### config.mk
export PLATFORM = sky130hd
export DESIGN_NAME = exec_issue
export DESIGN_NICKNAME = d
export VERILOG_FILES = /design/src/rtl/exec_pkg.sv /design/src/rtl/exec_decode.sv /design/src/rtl/exec_issue.sv
export SDC_FILE = /design/constraint.sdc
export NUM_CORES = 1
export LEC_CHECK = 0
export ABC_AREA = 1
export CAP_MARGIN = 20
export CORE_UTILIZATION = 50
export DETAILED_ROUTE_END_ITERATION = 10
export MAX_ROUTING_LAYER = met4
export PLACE_DENSITY = 0.94
export SLEW_MARGIN = 20
export SYNTH_ARGS = -nofsm -noshare
export SYNTH_HDL_FRONTEND = slang
export SYNTH_SLANG_ARGS = --single-unit
### constraint.sdc
create_clock -name clk -period 5.85 [get_ports clk]
set_clock_uncertainty 0.1 [all_clocks]
set_input_delay 0.8775 -clock clk [delete_from_list [all_inputs] [get_ports clk]]
set_output_delay 0.8775 -clock clk [all_outputs]
set_load 0.02 [all_outputs]
### src/rtl/exec_pkg.sv
// Shared types and field positions for the execute stage.
// Mini-ISA: one accumulator, BNZ / ALU / LOAD / STORE classes.
package exec_pkg;

  localparam int I_WIDTH   = 13;
  localparam int A_WIDTH   = 10;
  localparam int O_WIDTH   = 5;
  localparam int IMM_WIDTH = 8;
  localparam int BNZ_BIT   = 12;
  localparam int CLS_LSB   = 10;
  localparam int OP_LSB    = 8;

  typedef enum logic [1:0] {
    CLS_ALU   = 2'b00,
    CLS_LOAD  = 2'b01,
    CLS_STORE = 2'b10,
    CLS_RSVD  = 2'b11
  } cls_e;

  typedef enum logic [1:0] {
    OP_NOP  = 2'b00,
    OP_ADDI = 2'b01,
    OP_LDI  = 2'b10,
    OP_HALT = 2'b11
  } alu_op_e;

  typedef enum logic [2:0] {
    ST_RESTART,
    ST_FLUSH,
    ST_ISSUE,
    ST_LD_WAIT,
    ST_HALT
  } state_e;

  typedef struct packed {
    logic                 bnz;
    cls_e                 cls;
    alu_op_e              op;
    logic [I_WIDTH-1:0]   imm;
    logic [A_WIDTH-1:0]   mem_addr;
  } dec_t;

endpackage

### src/rtl/exec_decode.sv
// Combinational field decode of the FIFO head instruction.
// Produces class, ALU sub-op, sign-extended immediate, memory address.
module exec_decode
  import exec_pkg::*;
(
  input  logic [I_WIDTH-1:0] instr,
  output dec_t               dec
);

  // split the instruction word into its fields
  always_comb begin
    dec.bnz      = instr[BNZ_BIT];
    dec.cls      = cls_e'(instr[CLS_LSB +: 2]);
    dec.op       = alu_op_e'(instr[OP_LSB +: 2]);
    dec.imm      = {{(I_WIDTH-IMM_WIDTH){instr[IMM_WIDTH-1]}},
                    instr[IMM_WIDTH-1:0]};
    dec.mem_addr = instr[A_WIDTH-1:0];
  end

endmodule

### src/rtl/exec_issue.sv
// Execute stage: pops fetch FIFO, runs the accumulator ISA,
// resolves taken-predicted branches and issues RAM requests.
module exec_issue
  import exec_pkg::*;
#(
  parameter logic [A_WIDTH-1:0] RESET_ADDR = '0
) (
  input  logic               clk,
  input  logic               reset_i,
  input  logic [I_WIDTH-1:0] instruction_data_i,
  input  logic [A_WIDTH-1:0] instruction_addr_i,
  input  logic               instruction_valid_i,
  output logic               dequeue_o,
  output logic               restart_o,
  output logic [A_WIDTH-1:0] restart_addr_o,
  output logic               load_store_valid_o,
  output logic               store_en_o,
  output logic [A_WIDTH-1:0] load_store_addr_o,
  output logic [I_WIDTH-1:0] store_data_o,
  input  logic [I_WIDTH-1:0] load_data_i,
  input  logic               load_data_valid_i,
  output logic [I_WIDTH-1:0] acc_o,
  output logic               halted_o
);

  state_e             state, state_nxt;
  logic [I_WIDTH-1:0] acc, acc_nxt;
  logic [A_WIDTH-1:0] rs_addr, rs_addr_nxt;
  dec_t               dec;

  exec_decode u_decode (
    .instr (instruction_data_i),
    .dec   (dec)
  );

  // state, accumulator and pending restart address
  always_ff @(posedge clk) begin
    if (reset_i) begin
      state   <= ST_RESTART;
      acc     <= '0;
      rs_addr <= RESET_ADDR;
    end else begin
      state   <= state_nxt;
      acc     <= acc_nxt;
      rs_addr <= rs_addr_nxt;
    end
  end

  // next state, accumulator update and strobes
  always_comb begin
    state_nxt          = state;
    acc_nxt            = acc;
    rs_addr_nxt        = rs_addr;
    dequeue_o          = 1'b0;
    restart_o          = 1'b0;
    restart_addr_o     = '0;
    load_store_valid_o = 1'b0;
    store_en_o         = 1'b0;
    load_store_addr_o  = '0;
    store_data_o       = '0;
    if (!reset_i) begin
      unique case (state)
        ST_RESTART: begin
          restart_o      = 1'b1;
          restart_addr_o = rs_addr;
          state_nxt      = ST_FLUSH;
        end
        ST_FLUSH: state_nxt = ST_ISSUE;
        ST_ISSUE: begin
          if (instruction_valid_i) begin
            if (dec.bnz) begin
              if (acc != '0) begin
                dequeue_o = 1'b1;
              end else begin
                state_nxt   = ST_RESTART;
                rs_addr_nxt = instruction_addr_i
                            + A_WIDTH'(1);
              end
            end else begin
              unique case (dec.cls)
                CLS_ALU: begin
                  dequeue_o = 1'b1;
                  unique case (dec.op)
                    OP_NOP:  ;
                    OP_ADDI: acc_nxt = acc + dec.imm;
                    OP_LDI:  acc_nxt = dec.imm;
                    OP_HALT: state_nxt = ST_HALT;
                  endcase
                end
                CLS_LOAD: begin
                  load_store_valid_o = 1'b1;
                  load_store_addr_o  = dec.mem_addr;
                  state_nxt          = ST_LD_WAIT;
                end
                CLS_STORE: begin
                  load_store_valid_o = 1'b1;
                  store_en_o         = 1'b1;
                  load_store_addr_o  = dec.mem_addr;
                  store_data_o       = acc;
                  dequeue_o          = 1'b1;
                end
                CLS_RSVD: dequeue_o = 1'b1;
              endcase
            end
          end
        end
        ST_LD_WAIT: begin
          if (load_data_valid_i) begin
            acc_nxt   = load_data_i;
            dequeue_o = 1'b1;
            state_nxt = ST_ISSUE;
          end
        end
        ST_HALT: ;
      endcase
    end
  end

  assign acc_o    = acc;
  assign halted_o = (state == ST_HALT);

endmodule
==> results.txt <==
The post-layout utilization of the core was 73.5%; the proportion of netlist area held by the largest area contributor was 20.0%. Fill cells in the final layout number 396. Clock-pin slew was measured on the worst setup and hold paths at 0.09 ns. The net count of the finished layout is 579. The largest area contributor in the netlist was sky130_fd_sc_hd__dfxtp_1. Setup total negative slack on the finished layout was measured at 0 ns.

The final count of hold timing violations came out at 0. The worst hold path belongs to the class flop to flop. The first routing iteration left 189 violations.

Number of buffer cells added on primary ports: 90. The startpoint identified for the worst hold timing path is rs_addr[0]$_SDFFE_PP0P_. A synthesized cell averages 5.96 sq um. In the routed design, unresolved DRC markers number 0.

After technology mapping, the gate count stands at 437. The die covers 5500 sq um. The number of clock buffers added by TritonCTS is 3.

The clock period could shrink to 4.36 ns. The logs give 25 for the total number of placement rows and 6 for the count of TritonRoute iterations in the first routing pass. The repair_antennas step left the layout with diodes totalling 0. The library cells used most frequently in the layout, excluding fill and tap cells, are 96 x sky130_fd_sc_hd__nand2_1, 90 x sky130_fd_sc_hd__clkdlybuf4s50_1, 81 x sky130_fd_sc_hd__inv_1.

Setup violations remaining at the end of the flow were counted as 0. The die is 74.2 microns wide. TritonCTS built the clock tree. The data required time at the worst endpoint is 4.87 ns. The clock root buffer is sky130_fd_sc_hd__clkbuf_8. The critical path startpoint was reset_i. The area of the core region was 4880 sq um.

Summed over all layers, the routed wires come to 7450 microns. Of the cells placed in the final design, the portion with a size suffix greater than 1 is 5.97%. Launching point of the worst reg2reg path: acc_o[0]$_SDFFE_PP0P_. STA classifies the critical path endpoint as an output port. The launching element type of the critical path was an input port. Leaving out fill and tap cells, the most frequent cell in the layout is sky130_fd_sc_hd__nand2_1.

The clock passes through at most 2 buffers. The number of max-slew violations in the final report came out at 0. The most used flip-flop cell after synthesis is sky130_fd_sc_hd__dfxtp_1. For the worst-case headroom to the max-slew limit, the log shows 59.2%. After synthesis, the netlist uses 31 different library cells.

Once the clock tree was built, the setup fixing pass inserted 0 buffers. Once detail routing completed, the nets flagged for antenna violations numbered 0. The share of synthesized registers carrying an async set or reset was 0%; the clock sink total was 26. The number of max-capacitance violations reported came out at 0. At the pin with the least slew margin, the transition time is 0.610 ns. Entering global routing, the biggest net connects 16 pins. The run finished with clean final reports. The category of the critical setup timing path was input port to output port. After detailed routing, the average wire length per cell comes to 12.7 microns. In this run, synthesis inferred 0 flip-flops with an integrated enable.

The number of vias in the routed layout is 3,045. The HPWL after detailed placement is 6050 microns. The peak supply drop was 181 uV. The average vias per placed instance was 5.20.

The synthesized design contains 26 register bits. The later pin in the worst-skew pair is clocked with a latency of 0.27 ns. The post-synthesis instance area was 2600 sq um; the total nets after synthesis was 496.

The Yosys step of the flow raised 0 warnings. Yosys attributes the largest share of cell area to sky130_fd_sc_hd__dfxtp_1 20%, sky130_fd_sc_hd__nand2_1 14%, sky130_fd_sc_hd__inv_1 12%. The logs give 0 for the quantity of hold-fixing buffers added after cts and 1.63 nW for the cell leakage power. The initial antenna violation count is 0, and the power after layout is 0.882 mW. Sequential elements use 20.0% of the synthesized area. The H-tree level count is 1, and the arrival time reported for the critical path endpoint is 3.38 ns. After global routing the overflow that remains totals 0. The maximum fanout count along the critical path came out at 15. Once the floorplan was initialized, standard cells occupied 53.4% of the core. At the end of routability-driven placement, the weighted congestion stood at 0.946. The floorplan step set the die height to 74.2 microns. Static timing analysis puts the maximum clock frequency at 229 MHz. The area added between synthesis and finish came out at 37.7%. Setup repair after global routing left no endpoint under its margin. Pin placement for this block handled 91 I/O pins. For the number of global-route vias before repair, the log shows 2,770. The all-layer global routing usage came out at 29.1%. The final clock period utilization by the worst path was 74.5%.

The first global-routing pass estimated 12,200 microns of wire. Power spread over the standard cell area amounts to 246 nW/um^2. On the final layout, the worst hold slack is 0.362 ns. The count of cells resized by post-cts repair was 0.
## path summary, 6_finish.rpt
| path | end | slack, ns | depth (start not counted) |
|---|---|---|---|
| min reg2reg | rs_addr[0]$_SDFFE_PP0P_ | 0.36 | 2 |
| max reg2reg | acc_o[6]$_SDFFE_PP0P_ | 3.59 | 8 |
| max | restart_addr_o[5] | 1.49 | 5 |
| min | rs_addr[0]$_SDFFE_PP0P_ | 0.36 | 2 |
## metal layers
metal | wire (microns) | track usage, % | vias up
li1 | - | - | 1538
met1 | 3040 | 36.1 | 1342
met2 | 3710 | 49.6 | 146
met3 | 564 | 3.12 | 19
met4 | 133 | 8.55 | 0
met5 | 0 | - | -
## critical path, cell delays in order
cell and delay, ns:
sky130_fd_sc_hd__clkdlybuf4s50_1 0.69, sky130_fd_sc_hd__inv_1 0.57, sky130_fd_sc_hd__nand2_1 0.39, sky130_fd_sc_hd__nor2_1 0.22, sky130_fd_sc_hd__clkdlybuf4s50_1 0.63
## stage by stage
step	instances	worst slack, ns	instance area, sq um
final	586	1.49	3590
after global routing	586	1.27	3590
after CTS	586	1.49	3590
after detailed placement	582	1.49	3510
after global placement	582	1.70	3510
after floorplan	437	3.16	2600
## cell families (layout without fill, tap and decap cells)
logic type | Yosys count | count (layout) | share of synthesized area [%]
AOI/OAI and AO/OA | 63 | 63 | 14.7
and+or+nand+nor | 219 | 219 | 36.3
xor gates and xnor gates | 14 | 14 | 4.71
DFF | 26 | 26 | 20.0
buffers and inverters | 96 | 178 | 14.9
adders and majority gates | 19 | 19 | 9.42
## report_power, final
part | internal [mW] | total, mW | leakage [nW] | switching (mW)
logic | 0.191 | 0.486 | 1.38 | 0.295
registers | 0.205 | 0.246 | 0.211 | 0.0417
clock network | 0.0916 | 0.150 | 0.0357 | 0.0580
total | 0.487 | 0.882 | 1.63 | 0.395
## flip-flops by register name (all words and copies together), names as in the netlist
name,count
acc_o,13
rs_addr,10
state,3
## Yosys cell counts, types with 6 or more instances
cell,n
sky130_fd_sc_hd__nand2_1,96
sky130_fd_sc_hd__inv_1,81
sky130_fd_sc_hd__nor2_1,66
sky130_fd_sc_hd__nand3_1,33
sky130_fd_sc_hd__a21oi_1,28
sky130_fd_sc_hd__dfxtp_1,26
sky130_fd_sc_hd__ha_1,18
sky130_fd_sc_hd__o21ai_0,11
sky130_fd_sc_hd__xor2_1,9
sky130_fd_sc_hd__a21oi_2,8
sky130_fd_sc_hd__nand4_1,7
sky130_fd_sc_hd__o21ai_2,6
## cell type report
type | instances | area (sq um) | share of cell area [%]
Clock inverter | 1 | 30.0 | 0.837
Sequential cell | 26 | 520 | 14.5
Tap cell | 67 | 83.8 | 2.34
Timing Repair Buffer | 90 | 901 | 25.1
Clock buffer | 3 | 41.3 | 1.15
Multi-Input combinational cell | 315 | 1690 | 47.2
Inverter | 84 | 315 | 8.79
No activity file was read; power rests on OpenSTA's default activity.
